<file path="config.mk">
export PLATFORM = sky130hd
export DESIGN_NAME = cpu_step_ctrl
export DESIGN_NICKNAME = d
export VERILOG_FILES = /design/src/rtl/cpu_step_ctrl.sv
export SDC_FILE = /design/constraint.sdc
export NUM_CORES = 1
export LEC_CHECK = 0
export ABC_AREA = 1
export CAP_MARGIN = 20
export CORE_MARGIN = 2
export CORE_UTILIZATION = 60
export DETAILED_ROUTE_END_ITERATION = 16
export GPL_ROUTABILITY_DRIVEN = 0
export PLACE_DENSITY = 0.79
export RECOVER_POWER = 50
export SLEW_MARGIN = 20
export SYNTH_ARGS = -nofsm -noshare
export SYNTH_HDL_FRONTEND = slang
export SYNTH_SLANG_ARGS = --single-unit
</file>
<file path="constraint.sdc">
create_clock -name clk -period 1.79 [get_ports clk]
set_input_delay 0.358 -clock clk [delete_from_list [all_inputs] [get_ports clk]]
set_output_delay 0.358 -clock clk [all_outputs]
set_load 0.02 [all_outputs]
</file>
<file path="src/rtl/cpu_step_ctrl.sv">
// Clock-enable generator for the single-cycle core: one pulse per debounced button press (step) or one every RUN_DIV cycles (run).
// Pulse latency from a raw press is 2 sync + DEBOUNCE_CYCLES + 1 cycles; halt holds cpu_en low and freezes the run prescaler.
module cpu_step_ctrl #(
    parameter int DEBOUNCE_CYCLES = 1000000,
    parameter int DB_W            = 20,
    parameter int RUN_DIV         = 100000000,
    parameter int RUN_W           = 27
) (
    input  logic        clk,
    input  logic        resetC,
    input  logic        btn_step,
    input  logic        sw_run,
    input  logic        halt,
    output logic        cpu_en,
    output logic [15:0] step_count,
    output logic        running
);

    localparam logic [DB_W-1:0]  DB_LAST  = DB_W'(DEBOUNCE_CYCLES - 1);
    localparam logic [RUN_W-1:0] RUN_LAST = RUN_W'(RUN_DIV - 1);

    typedef enum logic [1:0] {
        S_IDLE,
        S_FIRE,
        S_HOLD
    } state_t;

    state_t             state_q;
    logic               cpu_en_q;
    logic               btn_meta_q, btn_sync_q, run_meta_q, run_sync_q;
    logic               db_btn_q, db_btn_d, db_run_q, db_run_d;
    logic [DB_W-1:0]    btn_cnt_q, btn_cnt_d, run_cnt_q, run_cnt_d;
    logic [RUN_W-1:0]   presc_q, presc_d;
    logic [15:0]        step_count_q;
    logic               running_q;
    logic               btn_flip, run_flip, run_tick;

    always_comb begin
        btn_flip  = (btn_sync_q != db_btn_q) && (btn_cnt_q == DB_LAST);
        run_flip  = (run_sync_q != db_run_q) && (run_cnt_q == DB_LAST);
        btn_cnt_d = ((btn_sync_q == db_btn_q) || btn_flip) ? '0 : btn_cnt_q + DB_W'(1);
        run_cnt_d = ((run_sync_q == db_run_q) || run_flip) ? '0 : run_cnt_q + DB_W'(1);
        db_btn_d  = db_btn_q ^ btn_flip;
        db_run_d  = db_run_q ^ run_flip;

        // A mode edge restarts the period; a tick landing on the falling edge is dropped.
        run_tick = db_run_q && !halt && !run_flip && (presc_q == RUN_LAST);

        if (run_flip || !db_run_q) begin
            presc_d = '0;
        end else if (halt) begin
            presc_d = presc_q;
        end else if (presc_q == RUN_LAST) begin
            presc_d = '0;
        end else begin
            presc_d = presc_q + RUN_W'(1);
        end
    end

    always_ff @(posedge clk) begin
        if (resetC) begin
            btn_meta_q   <= 1'b0;
            btn_sync_q   <= 1'b0;
            run_meta_q   <= 1'b0;
            run_sync_q   <= 1'b0;
            db_btn_q     <= 1'b0;
            db_run_q     <= 1'b0;
            btn_cnt_q    <= '0;
            run_cnt_q    <= '0;
            presc_q      <= '0;
            step_count_q <= '0;
            running_q    <= 1'b0;
        end else begin
            btn_meta_q   <= btn_step;
            btn_sync_q   <= btn_meta_q;
            run_meta_q   <= sw_run;
            run_sync_q   <= run_meta_q;
            db_btn_q     <= db_btn_d;
            db_run_q     <= db_run_d;
            btn_cnt_q    <= btn_cnt_d;
            run_cnt_q    <= run_cnt_d;
            presc_q      <= presc_d;
            step_count_q <= step_count_q + {15'd0, cpu_en_q};
            running_q    <= db_run_q & ~halt;
        end
    end

    // Step FSM: a press seen in run mode or under halt is parked in S_HOLD until release.
    always_ff @(posedge clk) begin
        if (resetC) begin
            state_q  <= S_IDLE;
            cpu_en_q <= 1'b0;
        end else begin
            cpu_en_q <= run_tick;
            case (state_q)
                S_IDLE: begin
                    if (db_btn_q) begin
                        if (!db_run_q && !halt) begin
                            state_q  <= S_FIRE;
                            cpu_en_q <= 1'b1;
                        end else begin
                            state_q <= S_HOLD;
                        end
                    end
                end
                S_FIRE: state_q <= S_HOLD;
                S_HOLD: begin
                    if (!db_btn_q) begin
                        state_q <= S_IDLE;
                    end
                end
                default: state_q <= S_IDLE;
            endcase
        end
    end

    assign cpu_en     = cpu_en_q;
    assign step_count = step_count_q;
    assign running    = running_q;

endmodule

</file>
======== Word level (Yosys, flattened, before mapping) ========
Index checks and enable logic that the tools add are counted.
word-level totals
  bits in registers ....................... 93
  latch bits .............................. 0
  RAM bits ................................ 0
  memory bits (read-only) ................. 0
  input bits .............................. 5
  output and inout port bits .............. 18
  logic and storage cells ................. 57
  memories ................................ 0
cells by class
  $add $sub $neg .......................... 4
  $mul .................................... 0
  divide/modulo/power cells ............... 0
  order comparisons ....................... 0
  equal/unequal tests ..................... 11
  shifts and indexed selects .............. 0
  multiplexer cells ....................... 8
  bitwise operators ....................... 4
  reduce and logical (&&, ||, !) cells .... 17
operator list
  kind                                                                    number
  20-bit by 1-bit adder with 20-bit output (second input constant)        2
  20-bit equality test (second input constant)                            2
  27-bit by 1-bit adder with 27-bit output (second input constant)        1
  27-bit equality test (second input constant)                            1
  27-bit two-way mux                                                      1
  16-bit by 1-bit adder with 16-bit output                                1
  1-bit logical AND                                                       6
  2-bit two-way mux                                                       3
  2-bit one-hot mux with 3 select lines                                   1
  2-bit OR reduction                                                      3
  2-bit != test (second input constant)                                   2
  1-bit zero test                                                         3
  1-bit logical OR                                                        3
  1-bit two-way mux                                                       3
  1-bit equality test                                                     2
  2-bit by 1-bit equality test with 1-bit output (second input constant)  1
  2-bit equality test (second input constant)                             1
  2-bit zero test                                                         1
  1-bit != test                                                           2
  2-bit AND reduction                                                     1
  1-bit XOR                                                               2
  1-bit bitwise AND                                                       1
  1-bit NOT                                                               1

======== Depth between registers and ports, before layout ========
  depth after elaboration ................. 8
  gate-level depth with buffers ........... 10
  gate-level depth less buffers ........... 9

======== Worst setup path after synthesis ========
No wires, ideal clock.
  kind .................................... reg2reg
  start point ............................. register step_count_q[0] (netlist: step_count[0])
  end point ............................... register step_count_q[12] (netlist: step_count[12])
  setup time .............................. 0.117 ns
  data arrival time ....................... 1.550 ns
  required time ........................... 1.673 ns
  path slack .............................. 0.122 ns
  cell stages (with the launch flop) ...... 8
  path buffers ............................ 0
  period minus slack after synthesis ...... 1.668 ns
  cells stage by stage .................... dfxtp_1 ha_1 ha_1 nand3_1 nor3_1 nand4_1 o21ai_0 nor2_1
between the ends
  longest elaborated chain between the ends .. 1
RTL lines
  element                                   RTL line  RTL
  start: declaration                        34        logic [15:0] step_count_q;
  start signal: assignment                  83        step_count_q <= step_count_q + {15'd0, cpu_en_q};
  16-bit by 1-bit adder with 16-bit output  83
No other way between the ends.
A chain may end at the register's enable or synchronous reset.

======== Worst setup path after layout ========
  start point ............................. register step_count_q[10] (netlist: step_count[10])
  end point ............................... output port step_count[10]
RTL lines
  element           RTL line  RTL
  end: declaration  15        output logic [15:0] step_count,
No word-level cell between the ends.

==> results.txt <==
CP peak stage delay: 620 ps
CTS tree: done
Initial antenna violation count: 0
Vias in the first global route: 4,026
Critical path type: flop to output port
DP HPWL: 7040 um
CP Data Arrival Time: 1380 ps
Hold bufs inserted after CTS: 0
Largest net degree at the start of global routing: 21
Routed via count: 4,084
Post-Layout Cell Count: 795
Share of the synthesized area in the top cell type: 0.399
Register area: 1860 um^2
Max frequency: 577 MHz
Die ar.: 8490 um^2
Layout fillers: 653
DP Cell Count: 779
Power per Cell Area: 685 nW/um^2
Slowest stage cell, crit path: clkdlybuf4s50_1
Peak supply drop: 0.000503 V
CTS root buffer: clkbuf_8
Worst R2R Start: cpu_en
Area grow syn2layout: 13.4%
Routed WL per cell: 12.0 um
Routed Antenna Nets: 0
Via-to-Cell Ratio: 5.14
Post-route cell area: 5290 um^2
Synth area leader: dfxtp_1
GRT Overall Usage: 0.241
Worst reg2reg endpoint: step_count[12]
Level count of the clock H-tree: 3
Synthesized Nets: 662
Post-synth ARST share: 0
Status: finished, final reports clean
Total power: 3.62 mW
Reg2Reg Depth: 7
IO Port Bufs: 22
First-pass GRT wire length: 16,900 um
Clk_lat worst skew: 370 ps
Maximum capacitance violations: 0
Syn avg cell area: 7.15 um^2
CTS Sinks: 93
Clock transition at the registers of the reported paths: 100 ps
Total grt overflow: 0
RSZ-0062 raised after global routing: yes
HP Class: flop to flop
Ant. Diodes: 0
Clk buf depth: 2
Hold Crit Start: btn_meta_q
Critical Path Fanout Max: 4
Fin nets: 698
Drt drc: 0
Placed cell areas: 5060 um^2
Synth Warn #: 0
Worst slew margin: 0.491
Gate Count Post-Synth: 652
Die Y: 92.2 um
Core area: 7650 um^2
I/O Pins: 23
#FFs+latches synth: 93
Yosys cell types: 40
Req. time, crit path: 1430 ps
Initial Util: 0.610
Worst slew pin tran: 763 ps
TritonCTS Buffers: 9
Final Max Slew Viols: 0
Die width: 92.2 um
First-pass detailed-route iteration total: 4
Leak: 1.86 nW
Final clock skew: 10.3 ps
Initial DRC count: 176
Hold Crit Endpoint: btn_sync_q
Share of cells above drive strength 1: 0.117
Final Setup Violations: 0
Worst path bufs/invs: 1
Period minus WS final: 1730 ps
Core Util, Final: 0.692
CP Capture Type: output port
Post-synth EDFFs: 0
Post-Syn Area: 4660 um^2
Row cnt: 32
Crit path max-delay family: buffers and inverters
Multi-input logic area: 2450 um^2
Crit start category: flop
Period utilization: 0.969
WHS Path Cells: 2
Post-synth top flop: dfxtp_1
Top post-synthesis cells by area: dfxtp_1, nand2_1, nor2_1
Worst path cell trace: clkdlybuf4s50_1
WL final: 9540 um
Hold Vio Cnt, Final: 0
Seq/Total Area, Yosys: 0.399
FF-to-FF setup slack: 130 ps
## synthesized netlist by cell type (all sizes together), types with 3 or more instances
| cell type | n |
|---|---|
| buf | 10 |
| nand4 | 23 |
| inv | 76 |
| dfxtp | 93 |
| nand3b | 3 |
| nand2 | 143 |
| nand3 | 38 |
| nor2 | 148 |
| or2 | 3 |
| o21ai | 12 |
| ha | 5 |
| nor3 | 24 |
| xnor2 | 12 |
| nor3b | 3 |
| a21oi | 24 |
| xor2 | 22 |
| o21bai | 5 |
## cells by family after synthesis
kind of cell             synth area share
AND/OR/NAND/NOR                     0.388
flip-flops                          0.399
buffers and inverters              0.0792
AO/OA/AOI/OAI                      0.0561
XOR/XNOR                           0.0639
adder cells (fa/ha/maj)            0.0134
## registers in the layout (all words and copies together) (netlist names), 2 cells and up, named ones only
register and count:
btn_cnt_q 20, step_count 16, state_q 2, presc_q 27
run_cnt_q 20
## cell usage in the layout, fill, tap and decap left out, types with 4 or more instances in the layout
cell type	count
ha_1	5
o21bai_1	5
nand4_1	23
a21oi_1	23
o21ai_0	8
buf_4	10
nor2_1	122
nand3_1	32
clkdlybuf4s50_1	13
nand2_1	132
inv_1	75
dlymetal6s2s_1	5
nor3_1	19
nand3_2	4
xor2_1	22
xnor2_1	12
nor2_4	6
nor2_2	20
dfxtp_1	93
clkbuf_8	9
nor3_2	4
nand2_2	10
## worst max-delay path by stage
stage / startpoint / to / slack (ps) / cells past startpoint
5_1_grt: cpu_en / step_count[12] / -6 / 7
4_1_cts: step_count[6] / step_count[6] / 4 / 1
6_report: step_count[10] / step_count[10] / 60 / 1
2_1_floorplan: step_count[0] / step_count[12] / 120 / 7
3_3_place_gp: halt / presc_q[5] / -2 / 6
3_5_place_dp: halt / presc_q[5] / -60 / 6
## per-layer routing
metal | part of all wire | wire, um | vias up | track usage
met4 | 0.014 | 130 | 0 | 0.0697
met2 | 0.50 | 4790 | 81 | 0.436
met5 | 0 | 0 | - | 0
met3 | 0.044 | 417 | 12 | 0.0583
li1 | - | - | 2139 | -
met1 | 0.44 | 4210 | 1852 | 0.282
## metrics by stage
step | setup TNS (ps) | worst slack, ps | hold WS [ps]
final | 0 | 55.9 | 409
after global routing | -5.80 | -5.80 | 454
after CTS | 0 | 4.06 | 413
after detailed placement | -75.9 | -57.0 | 398
after global placement | -2.47 | -2.47 | 393
after floorplan | 0 | 122 | 388
## what timing repair did
action,4_1_cts,5_1_grt
cloned,0,0
gates resized for setup,3,11
pin swaps,0,2
setup buffers,0,0
setup endpoints to repair,3,8
## report_power, final
part	internal (mW)	switching, mW	total [mW]
registers	2.07	0.00307	2.08
logic	0.0268	0.0380	0.0648
clock network	0.671	0.811	1.48
total	2.77	0.852	3.62
## area by class of cell
cell class,instances,area share
Clock buffer,9,0.0234
Clock inverter,7,0.0156
Inverter,77,0.0556
Multi-Input combinational cell,472,0.464
Sequential cell,93,0.352
Tap cell,102,0.0241
Timing Repair Buffer,35,0.0658
No activity file was read; power rests on OpenSTA's default activity.
==> patch (same settings) <==
`DB_W`: 20 -> 40.
--- a/src/rtl/cpu_step_ctrl.sv
+++ b/src/rtl/cpu_step_ctrl.sv
@@ -3,5 +3,5 @@
 module cpu_step_ctrl #(
     parameter int DEBOUNCE_CYCLES = 1000000,
-    parameter int DB_W            = 20,
+    parameter int DB_W            = 40,
     parameter int RUN_DIV         = 100000000,
     parameter int RUN_W           = 27
Formal check against the unedited RTL: no difference found for any inputs over 10 cycles, from zero or initial values and one cycle with resetC high; that may be too few to reach the edited logic, so the function may still have changed.
==> patch against the unedited design <==
  * Maximum frequency shrank 1.9%
  * Synthesized area rose by 52%
  * Power increased by 86%
  * Wire length grew 89%
  * Combinational power is 48% higher
  * Clock skew shrank 0.0010 ns
  * Setup slack worse by 0.034 ns
  * Global-route usage up 4.7 points
  * First-iteration DRC count increased to 3.3 times the old value
  * Critical endpoint is now run_cnt_q[30]
  * Sequential cell count is 40 higher
  * Cell area up 61%
  * Clock power rose by 150%
  * Final cell count is 64% higher
  * Largest power group is now clock
  * Count of clock-buffer cells in the layout increased by 13
==> patch: results (changes against the unedited design) <==
htreeDepth: 4  # +1
grt_max_degree: 41  # +95%
worst_pin_slew_ns: 0.586  # -0.178 ns
hold_start: "run_meta_q"
cts.clk_slew.worst_paths_ns: 0.06  # -0.04 ns
met1_length_um: 8060  # +92%
grt_use_total_pct: 28.8  # +4.7 points
finalClockSkew_ns: 0.00925  # -0.00100 ns
synth_common_cells: "nand2_1, nor2_1, dfxtp_1, inv_1, nand3_1"
antenna_found_initial: 0  # unchanged
slowest_delay_ns: 0.40  # -0.22 ns
insertion_delay_ns: 0.43  # +0.06 ns
first_pass_iters: 6  # +2
cp.arrival_ns: 2.13  # +0.75 ns
cp_slowest_cell: "dfxtp_1"
path_delay_family: "simple AND/OR/NAND/NOR gates"
outcome: "complete, no violations"
nets: 1155  # +65%
wl_um: 18100  # +89%
grt_pass1_vias: 6543  # +63%
wire_per_inst_um: 13.9  # +16%
wl_met2_um: 8130  # +70%
yosysSeqAreaShare_pct: 37.5  # -2.4 points
dp_hpwl_um: 12800  # +82%
cts_buffers: 17  # +8
r2r-start: "run_cnt_q[29]"
first_iter_violations: 584  # +230%
nFillCells: 940  # +44%
dr_wl_met3_um: 1480  # +260%
ir_worst_vdd_mv: 1.30  # +160%
crit_fanout: 5  # +1
yosys-top-cells-area: "dfxtp_1, nand2_1, nor2_1"
root_buffer: "clkbuf_16"
power.leakage_nw: 2.78  # +49%
dp.cells: 1261  # +62%
[patch: path summary, 6_finish.rpt]
kind	to	slack, ns	depth (start not counted)
worst max-delay path	run_cnt_q[30]	0.02	7
worst min-delay path	run_sync_q	0.40	2
worst max register to register	run_cnt_q[30]	0.02	7
worst min register to register	run_sync_q	0.40	2
[patch: logic make-up (layout without fill, tap and decap cells)]
logic type               after synthesis  count (layout)  synth area share (%)
adder cells (fa/ha/maj)                5               5                 0.882
AO/OA/AOI/OAI                         80              80                  7.18
XOR/XNOR                              43              43                  5.31
buffers and inverters                136             223                  8.15
AND/OR/NAND/NOR                      674             674                  41.0
flip-flops                           133             133                  37.5
[patch: tightest hold or removal path: stages (launching register included)]
cell	delay, ns
dfxtp_1	0.30
inv_1	0.04
nor2_1	0.03
[patch: report_power, final]
part           internal [W]  switching, W  leakage [nW]
clock network       0.00234       0.00132         0.306
logic             0.0000415     0.0000546          1.40
registers           0.00297    0.00000277          1.07
[patch: timing repair]
item                                    4_1_cts  5_1_grt
gates cloned                                  0        4
endpoints found under the setup margin        9      122
resized for setup                             8       34
buffers inserted                              0        4
pin swaps                                     0        5
hold buffers                                  0        0
[patch: per-layer routing]
layer,vias to the layer above,GRT usage [%]
li1,3560,-
met1,3239,38.2
met2,302,46.3
met3,39,6.48
met4,0,10.0
met5,-,0
[patch: through the flow]
step	setup WS (ns)	area (um^2)
2_1_floorplan	0.0419	7100
3_3_place_gp	-0.0851	7730
3_5_place_dp	-0.108	7730
4_1_cts	0.00170	8360
5_1_grt	-0.0363	8530
6_report	0.0222	8530
[patch: layout make-up]
cell class                      count  area share, %
Timing Repair Buffer               69           7.57
Sequential cell                   133           31.3
Inverter                          122           5.37
Clock inverter                     10           1.72
Tap cell                          143           2.10
Clock buffer                       22           5.68
Multi-Input combinational cell    802           46.2
